### src/rtl/sdram_arb.sv
// Two-port request arbiter and command front-end for the SDRAM controller.
// Port A (Saturn bus) wins by default; RR=1 alternates between ports on contention.
`timescale 1ns/1ps
module sdram_arb #(
   parameter bit RR      = 1'b0,
   parameter int TIMEOUT = 255
) (
   input  logic        clk,
   input  logic        reset,
   input  logic        a_req,
   input  logic        a_wr,
   input  logic        a_byte,
   input  logic [31:0] a_addr,
   input  logic [15:0] a_wdata,
   output logic [15:0] a_rdata,
   output logic        a_done,
   input  logic        b_req,
   input  logic        b_wr,
   input  logic        b_byte,
   input  logic [31:0] b_addr,
   input  logic [15:0] b_wdata,
   output logic [15:0] b_rdata,
   output logic        b_done,
   output logic [1:0]  cmd_req,
   input  logic        cmd_ack,
   output logic [1:0]  cmd_mask,
   output logic [31:0] cmd_addr,
   output logic [15:0] cmd_din,
   input  logic [15:0] cmd_dout,
   input  logic        data_valid,
   output logic        busy,
   output logic        rd_err
);

   typedef enum logic [1:0] {ST_IDLE, ST_ISSUE, ST_RDAT, ST_DRAIN} state_e;

   localparam logic [7:0] TimeoutLast = 8'(TIMEOUT - 1);

   state_e      state_q, state_d;
   logic        sel_q, sel_d;
   logic        wr_q, wr_d;
   logic        prio_q, prio_d;
   logic [1:0]  cmdReq_q, cmdReq_d;
   logic [1:0]  cmdMask_q, cmdMask_d;
   logic [31:0] cmdAddr_q, cmdAddr_d;
   logic [15:0] cmdDin_q, cmdDin_d;
   logic [15:0] aRdata_q, aRdata_d;
   logic [15:0] bRdata_q, bRdata_d;
   logic [7:0]  cnt_q, cnt_d;
   logic        aDone_q, aDone_d;
   logic        bDone_q, bDone_d;
   logic        rdErr_q, rdErr_d;

   logic        pickB;
   logic        winWr;
   logic        winByte;
   logic [31:0] winAddr;
   logic [15:0] winData;

   // prio_q=1 means B is preferred on a tie (A was granted last)
   always_comb begin
      pickB = 1'b0;
      if (a_req && b_req) begin
         pickB = RR ? prio_q : 1'b0;
      end else begin
         pickB = b_req;
      end
   end

   assign winWr   = pickB ? b_wr    : a_wr;
   assign winByte = pickB ? b_byte  : a_byte;
   assign winAddr = pickB ? b_addr  : a_addr;
   assign winData = pickB ? b_wdata : a_wdata;

   always_comb begin
      state_d   = state_q;
      sel_d     = sel_q;
      wr_d      = wr_q;
      prio_d    = prio_q;
      cmdReq_d  = cmdReq_q;
      cmdMask_d = cmdMask_q;
      cmdAddr_d = cmdAddr_q;
      cmdDin_d  = cmdDin_q;
      aRdata_d  = aRdata_q;
      bRdata_d  = bRdata_q;
      cnt_d     = cnt_q;
      aDone_d   = 1'b0;
      bDone_d   = 1'b0;
      rdErr_d   = rdErr_q;
      case (state_q)
         // No grant during a done cycle: the finished requester still holds its req
         ST_IDLE: begin
            if ((a_req || b_req) && !(aDone_q || bDone_q)) begin
               sel_d     = pickB;
               prio_d    = ~pickB;
               wr_d      = winWr;
               cmdAddr_d = winAddr;
               cmdMask_d = 2'b00;
               if (!winWr) begin
                  cmdReq_d = 2'b10;
               end else if (winByte) begin
                  cmdReq_d  = 2'b01;
                  cmdDin_d  = {winData[7:0], winData[7:0]};
                  cmdMask_d = winAddr[0] ? 2'b10 : 2'b01;
               end else begin
                  cmdReq_d = 2'b11;
                  cmdDin_d = winData;
               end
               state_d = ST_ISSUE;
            end
         end
         ST_ISSUE: begin
            if (cmd_ack) begin
               cmdReq_d = 2'b00;
               if (wr_q) begin
                  aDone_d = ~sel_q;
                  bDone_d = sel_q;
                  state_d = ST_IDLE;
               end else begin
                  cnt_d   = 8'd0;
                  state_d = ST_RDAT;
               end
            end
         end
         ST_RDAT: begin
            if (data_valid) begin
               if (sel_q) begin
                  bRdata_d = cmd_dout;
               end else begin
                  aRdata_d = cmd_dout;
               end
               aDone_d = ~sel_q;
               bDone_d = sel_q;
               state_d = ST_DRAIN;
            end else if (cnt_q == TimeoutLast) begin
               rdErr_d = 1'b1;
               aDone_d = ~sel_q;
               bDone_d = sel_q;
               state_d = ST_IDLE;
            end else if (cnt_q != 8'hFF) begin
               cnt_d = cnt_q + 8'd1;
            end
         end
         // Let the rest of the burst pass so the next read cannot latch a stale word
         ST_DRAIN: begin
            if (!data_valid) begin
               state_d = ST_IDLE;
            end
         end
         default: state_d = ST_IDLE;
      endcase
   end

   always_ff @(posedge clk or posedge reset) begin
      if (reset) begin
         state_q   <= ST_IDLE;
         sel_q     <= 1'b0;
         wr_q      <= 1'b0;
         prio_q    <= 1'b0;
         cmdReq_q  <= 2'b00;
         cmdMask_q <= 2'b00;
         cmdAddr_q <= 32'd0;
         cmdDin_q  <= 16'd0;
         aRdata_q  <= 16'd0;
         bRdata_q  <= 16'd0;
         cnt_q     <= 8'd0;
         aDone_q   <= 1'b0;
         bDone_q   <= 1'b0;
         rdErr_q   <= 1'b0;
      end else begin
         state_q   <= state_d;
         sel_q     <= sel_d;
         wr_q      <= wr_d;
         prio_q    <= prio_d;
         cmdReq_q  <= cmdReq_d;
         cmdMask_q <= cmdMask_d;
         cmdAddr_q <= cmdAddr_d;
         cmdDin_q  <= cmdDin_d;
         aRdata_q  <= aRdata_d;
         bRdata_q  <= bRdata_d;
         cnt_q     <= cnt_d;
         aDone_q   <= aDone_d;
         bDone_q   <= bDone_d;
         rdErr_q   <= rdErr_d;
      end
   end

   assign cmd_req  = cmdReq_q;
   assign cmd_mask = cmdMask_q;
   assign cmd_addr = cmdAddr_q;
   assign cmd_din  = cmdDin_q;
   assign a_rdata  = aRdata_q;
   assign b_rdata  = bRdata_q;
   assign a_done   = aDone_q;
   assign b_done   = bDone_q;
   assign rd_err   = rdErr_q;
   assign busy     = (state_q != ST_IDLE);

endmodule

### config.mk
export PLATFORM = sky130hd
export DESIGN_NAME = sdram_arb
export DESIGN_NICKNAME = d
export VERILOG_FILES = /design/src/rtl/sdram_arb.sv
export SDC_FILE = /design/constraint.sdc
export NUM_CORES = 1
export LEC_CHECK = 0
export CAP_MARGIN = 40
export CELL_PAD_IN_SITES_DETAIL_PLACEMENT = 0
export CELL_PAD_IN_SITES_GLOBAL_PLACEMENT = 1
export CORE_UTILIZATION = 28
export DETAILED_ROUTE_END_ITERATION = 12
export PLACE_DENSITY = 0.78
export SYNTH_ARGS = -nofsm -noshare
export SYNTH_HDL_FRONTEND = slang
export SYNTH_SLANG_ARGS = --single-unit
### constraint.sdc
create_clock -name clk -period 3.7 [get_ports clk]
set_input_delay 0.925 -clock clk [delete_from_list [all_inputs] [get_ports clk]]
set_output_delay 0.925 -clock clk [all_outputs]
set_load 0.05 [all_outputs]
=== Word level (Yosys, flattened, before mapping) ===
Cells that the tools add are included.

* Add/sub/neg operators: 1
* Eq/ne operators: 13
* Mux-type cells: 37
* Bitwise operators: 2
* Reduce and logical (&&, ||, !) cells: 17

{| class="wikitable"
|+ Operator list
! kind !! number
|-
| 8-bit two-way mux || 5
|-
| 16-bit two-way mux || 2
|-
| 32-bit two-way mux || 1
|-
| 2-bit two-way mux || 13
|-
| 8-bit case mux with 2 select lines || 1
|-
| 3-bit AND reduction || 5
|-
| 2-bit != test, second input constant || 7
|-
| 1-bit two-way mux || 11
|-
| 8-bit by 1-bit adder with 8-bit output, second input constant || 1
|-
| 8-bit equality test, second input constant || 1
|-
| 8-bit != test, second input constant || 1
|-
| 2-bit case mux with 4 select lines || 1
|-
| 6-bit AND reduction || 1
|-
| 2-bit nonzero test || 3
|-
| 2-bit equality test, second input constant || 2
|-
| 1-bit case mux with 2 select lines || 2
|-
| 2-bit case mux with 2 select lines || 1
|-
| 4-bit AND reduction || 1
|-
| 3-bit != test, second input constant || 1
|-
| 2-bit by 1-bit equality test with 1-bit output, second input constant || 1
|-
| 1-bit logical AND || 2
|-
| 2-bit zero test || 1
|-
| 1-bit logical OR || 2
|-
| 1-bit NOT || 2
|-
| other kinds (2) || 2
|}

* Flip-flop bits (word level): 99
* Input bits: 122
* Output and inout bits: 88
* Logic and storage cells: 83

=== Depth between registers and ports, before layout ===
* Depth after elaboration: 7
* Mapped depth: 9
* Gate-level depth less buffers: 6

=== Worst setup path after synthesis ===
Ideal clock, no wire load.

* Path type: input to register
* Start: input port a_req
* End: register cmdReq_q[1] (netlist: cmd_req[1])
* Setup time: 0.116 ns
* Arrival: 2.102 ns
* Required time: 3.584 ns
* Slack: 1.482 ns
* Stages: 6
* Path buffers: 2
* Cells stage by stage: nand2b_1 > buf_2 > mux2i_4 > buf_2 > nor2_1 > o311ai_0

* Word-level cells in the longest chain between the ends: 7
* Elaborated cells on any way between the ends: 12
* Those cells by class: 1 x eq/ne; 7 x mux; 4 x reduce/logical

{| class="wikitable"
|+ Ends and longest elaborated chain
! element !! line !! text
|-
| start, declared || 10 || <nowiki>input logic a_req,</nowiki>
|-
| 1-bit logical AND || 63 || <nowiki>if (a_req && b_req) begin</nowiki>
|-
| 1-bit two-way mux || 63 ||
|-
| 1-bit two-way mux || 71 || <nowiki>assign winByte = pickB ? b_byte : a_byte;</nowiki>
|-
| 2-bit two-way mux || 101 || <nowiki>end else if (winByte) begin</nowiki>
|-
| 2-bit two-way mux || 99 || <nowiki>if (!winWr) begin</nowiki>
|-
| 2-bit two-way mux || 93 || <nowiki>if ((a_req || b_req) && !(aDone_q || bDone_q)) begin</nowiki>
|-
| 2-bit case mux with 2 select lines || 90 || <nowiki>case (state_q)</nowiki>
|-
| end signal, assigned || 175 || <nowiki>cmdReq_q <= cmdReq_d;</nowiki>
|-
| end, declared || 43 || <nowiki>logic [1:0] cmdReq_q, cmdReq_d;</nowiki>
|}

Parallel ways exist; a longest one is shown, timed or not. The select of a mux whose other input is x is not followed.
A chain may end at the register's enable or synchronous reset.

=== Worst setup path in the final report ===
* Start: register state_q[0]
* End: output port busy

* Word-level cells in the longest chain between the ends: 1

{| class="wikitable"
|+ Ends and longest elaborated chain
! element !! line !! text
|-
| start, declared || 39 || <nowiki>state_e state_q, state_d;</nowiki>
|-
| start signal, assigned || 171 || <nowiki>state_q <= state_d;</nowiki>
|-
| 2-bit nonzero test || 197 || <nowiki>assign busy = (state_q != ST_IDLE);</nowiki>
|-
| end, declared || 31 || <nowiki>output logic busy,</nowiki>
|}

No other way between the ends.

==> impl_metrics.xml <==
<?xml version="1.0" encoding="UTF-8"?>
<metrics>
  <group name="critical_path">
    <metric name="worstSetupEndpointType" unit="">output pin</metric>
    <metric name="worst-endpoint-required" unit="ps">2770</metric>
    <metric name="cp-start-kind" unit="">flip-flop</metric>
    <metric name="worstSetupPathType" unit="">flip-flop to output pin</metric>
    <metric name="cp-startpoint" unit="">state_q[0]</metric>
    <metric name="r2r_end" unit="">cnt_q[1]</metric>
    <metric name="reg2reg_setup_slack" unit="ps">1120</metric>
    <metric name="cell_count_of_the_worst_reg_to_reg_path" unit="">6</metric>
    <metric name="worst_setup_path_endpoint" unit="">busy</metric>
    <metric name="arrival_time_reported_for_the_critical_path_endpoint" unit="ps">2020</metric>
    <metric name="rr_startpoint" unit="">state_q[0]</metric>
    <metric name="crit_fanout" unit="">4</metric>
  </group>
  <group name="run">
    <metric name="cap_viol_max_count" unit="">0</metric>
  </group>
  <group name="cts">
    <metric name="cts.reportedPaths.clkPinSlew" unit="ps">70</metric>
    <metric name="post_cts_repair_setup_buffers" unit="">0</metric>
    <metric name="tritoncts" unit="">yes</metric>
    <metric name="cts.root.buffer_cell" unit="">sky130_fd_sc_hd__clkbuf_16</metric>
    <metric name="clock_insertion_delay_worst_skew" unit="ps">350</metric>
    <metric name="cts_sinks" unit="">99</metric>
    <metric name="h-tree-depth" unit="">3</metric>
    <metric name="cts-root-to-sink-buffers" unit="">2</metric>
    <metric name="post_cts_hold_buffer_count" unit="">0</metric>
    <metric name="cts-buffers-inserted" unit="">9</metric>
    <metric name="cts_resized" unit="">0</metric>
  </group>
  <group name="sta">
    <metric name="final_period_minus_worst_setup_slack" unit="ps">2950</metric>
    <metric name="hold_viol" unit="">0</metric>
    <metric name="final.setup.tns" unit="ps">0</metric>
    <metric name="finalSetupViolations" unit="">0</metric>
    <metric name="max_freq" unit="MHz">339</metric>
    <metric name="max_slew_margin" unit="">0.428</metric>
    <metric name="timing_worst_slew_pin_value" unit="ps">856</metric>
    <metric name="final.setup_skew" unit="ps">6.88</metric>
    <metric name="unrepaired_setup_endpoints_after_global_routing" unit="">no</metric>
    <metric name="timing.final.crit_share" unit="">0.797</metric>
    <metric name="maxSlewViolCount" unit="">0</metric>
    <metric name="hold_ws" unit="ps">476</metric>
  </group>
  <group name="power_and_ir_drop">
    <metric name="worst_ir_drop_vdd" unit="mV">0.481</metric>
    <metric name="p_total" unit="mW">6.40</metric>
    <metric name="power.static_leakage" unit="nW">3.26</metric>
    <metric name="cellPowerDensity" unit="nW/um2">882</metric>
  </group>
  <group name="final_layout">
    <metric name="antennaDiodeCount" unit="">0</metric>
    <metric name="layout_cells_sized_above_1" unit="">0.114</metric>
    <metric name="syn_to_final_growth" unit="%">55.6</metric>
    <metric name="fin_util" unit="">0.452</metric>
    <metric name="design.final.nets" unit="">731</metric>
  </group>
  <group name="logic_synthesis">
    <metric name="synth_flop_cell" unit="">sky130_fd_sc_hd__dfrtp_1</metric>
    <metric name="syn-cell-area" unit="um2">4670</metric>
    <metric name="netlist-cell-type-count" unit="">46</metric>
    <metric name="syn-num-nets" unit="">529</metric>
    <metric name="yosys_register_bits" unit="">99</metric>
    <metric name="postSynthAreaPerCell" unit="um2">11.7</metric>
    <metric name="synth.yosys.warnings" unit="">0</metric>
    <metric name="async_reset_ff_frac" unit="">1.00</metric>
    <metric name="post_synthesis_sequential_area_ratio" unit="">0.531</metric>
    <metric name="number_of_synthesized_flops_with_an_enable_pin" unit="">0</metric>
    <metric name="postSynthCellCount" unit="">400</metric>
  </group>
  <group name="grt">
    <metric name="global_route.peak_usage_layer" unit="">met2</metric>
    <metric name="use_met2" unit="">0.247</metric>
    <metric name="grt_usage" unit="">0.151</metric>
    <metric name="grt_overflow" unit="">0</metric>
    <metric name="number_of_antenna_violations_at_the_first_check_in_global_routing" unit="">0</metric>
    <metric name="first_pass_grt_wire_length" unit="um">20300</metric>
    <metric name="grt_start_max_net_pins" unit="">68</metric>
    <metric name="met3_usage" unit="">0.0521</metric>
    <metric name="first_global_vias" unit="">3906</metric>
    <metric name="grt_use_met1" unit="">0.185</metric>
  </group>
  <group name="placed_design">
    <metric name="dpl.hpwl" unit="um">9470</metric>
    <metric name="gp_congestion" unit="">0.802</metric>
    <metric name="placement.io_buffers" unit="">209</metric>
  </group>
  <group name="hold_path">
    <metric name="min_path_type" unit="">flip-flop to flip-flop</metric>
  </group>
  <group name="detailed_routing">
    <metric name="via_per_inst" unit="">4.59</metric>
    <metric name="drtPass1Iterations" unit="">4</metric>
    <metric name="detail-route-antenna-nets" unit="">0</metric>
    <metric name="drt-wirelength-per-cell" unit="um">15.1</metric>
    <metric name="drt_first_iter_violations" unit="">197</metric>
    <metric name="drc" unit="">0</metric>
    <metric name="dr_total_vias" unit="">3770</metric>
    <metric name="total_wire_length" unit="um">12400</metric>
  </group>
  <group name="die">
    <metric name="initial_utilization" unit="">0.291</metric>
    <metric name="fp-row-count" unit="">46</metric>
    <metric name="core" unit="um2">16100</metric>
    <metric name="die-area" unit="um2">17200</metric>
    <metric name="io_pins" unit="">210</metric>
    <metric name="fp.dieW" unit="um">131</metric>
    <metric name="die_h" unit="um">131</metric>
  </group>
  <group name="run_status">
    <metric name="status" unit="">finished, final reports clean</metric>
  </group>
</metrics>
==> logic make-up (layout without fill, tap and decap cells) <==
logic type	count (synthesis)	in the layout	share of synthesized area
simple gates	79	79	0.0823
buf+inv	31	237	0.0316
compound gates	83	83	0.103
mux	101	101	0.233
fa+ha+maj	7	7	0.0188
flops	99	99	0.531
==> power by group <==
part           switching (mW)  internal, mW  total (mW)
Sequential              0.271          1.56        1.83
Combinational            2.37          1.27        3.65
Clock                   0.406         0.520       0.926
Total                    3.05          3.35        6.40
==> synth_stat cells, drive strengths merged (2+ instances only) <==
cell type	number	share of area
nand2	44	0.035
a31oi	4	0.0054
nor2b	3	0.0040
nor3	2	0.0021
or4	2	0.0040
nand4	2	0.0027
nand2b	4	0.0054
inv	9	0.0072
clkbuf	8	0.0067
mux2	42	0.10
or2	2	0.0027
nand3	7	0.0075
a21oi	5	0.0054
ha	7	0.019
a22o	2	0.0038
a2bb2oi	2	0.0038
nor2	7	0.0091
a211o	2	0.0038
a21o	2	0.0032
o211ai	3	0.0048
o21ai	56	0.060
buf	14	0.018
dfrtp	99	0.53
mux2i	59	0.13
==> layout by cell type (no fill, tap or decap), drive strengths merged, types with 2 or more instances in the layout <==
cell type	n
clkdlybuf4s50	209
dfrtp	99
mux2i	59
o21ai	56
nand2	44
mux2	42
clkbuf	9
inv	9
nand3	7
ha	7
nor2	7
a21oi	5
clkinvlp	5
a31oi	4
nand2b	4
buf	4
nor2b	3
o211ai	3
nand4	2
a22o	2
a211o	2
nor3	2
a2bb2oi	2
a21o	2
or4	2
or2	2
==> registers in the layout, summed over array words and instances, names as in the netlist <==
register  cells
b_done        1
cmd_req       2
wr_q          1
cnt_q         8
sel_q         1
cmd_addr     32
b_rdata      16
a_done        1
rd_err        1
state_q       2
cmd_mask      2
cmd_din      16
a_rdata      16
==> layer usage <==
metal,vias to the layer above,part of all wire
li1,1831,-
met1,1752,0.43
met2,173,0.48
met3,14,0.081
met4,0,0.016
met5,-,0
==> area by class of cell <==
class,instances,area (um2)
tap,216,270
multi-input combinational,270,2050
clock inverter,6,67.6
clock buffer,9,225
sequential,99,2480
inverter,9,36.3
fill,1447,8800
timing repair buffer,213,2130
==> worst max-delay path, cell delays in order (launching register included) <==
cell and delay (ps):
sky130_fd_sc_hd__dfrtp_1 380, sky130_fd_sc_hd__inv_1 100, sky130_fd_sc_hd__ha_1 280, sky130_fd_sc_hd__inv_2 110
sky130_fd_sc_hd__clkdlybuf4s50_1 800
==> worst min path at each step <==
stage                  from            to  slack, ps  depth (start not counted)
6_report       cmd_addr[10]  cmd_addr[10]        480                          2
3_3_place_gp   cmd_addr[22]  cmd_addr[22]        460                          2
4_1_cts              rd_err        rd_err        480                          1
2_1_floorplan      cnt_q[7]      cnt_q[7]        460                          1
3_5_place_dp         rd_err        rd_err        460                          1
5_1_grt        cmd_addr[30]  cmd_addr[30]        510                          2
==> stage by stage <==
step	setup WS, ps	cells	instance area, um2
after floorplan	185	400	4670
after global placement	816	807	6970
after detailed placement	739	807	6970
after CTS	729	822	7260
after global routing	634	822	7260
final	751	822	7260
Power figures use the tool's default switching activity.
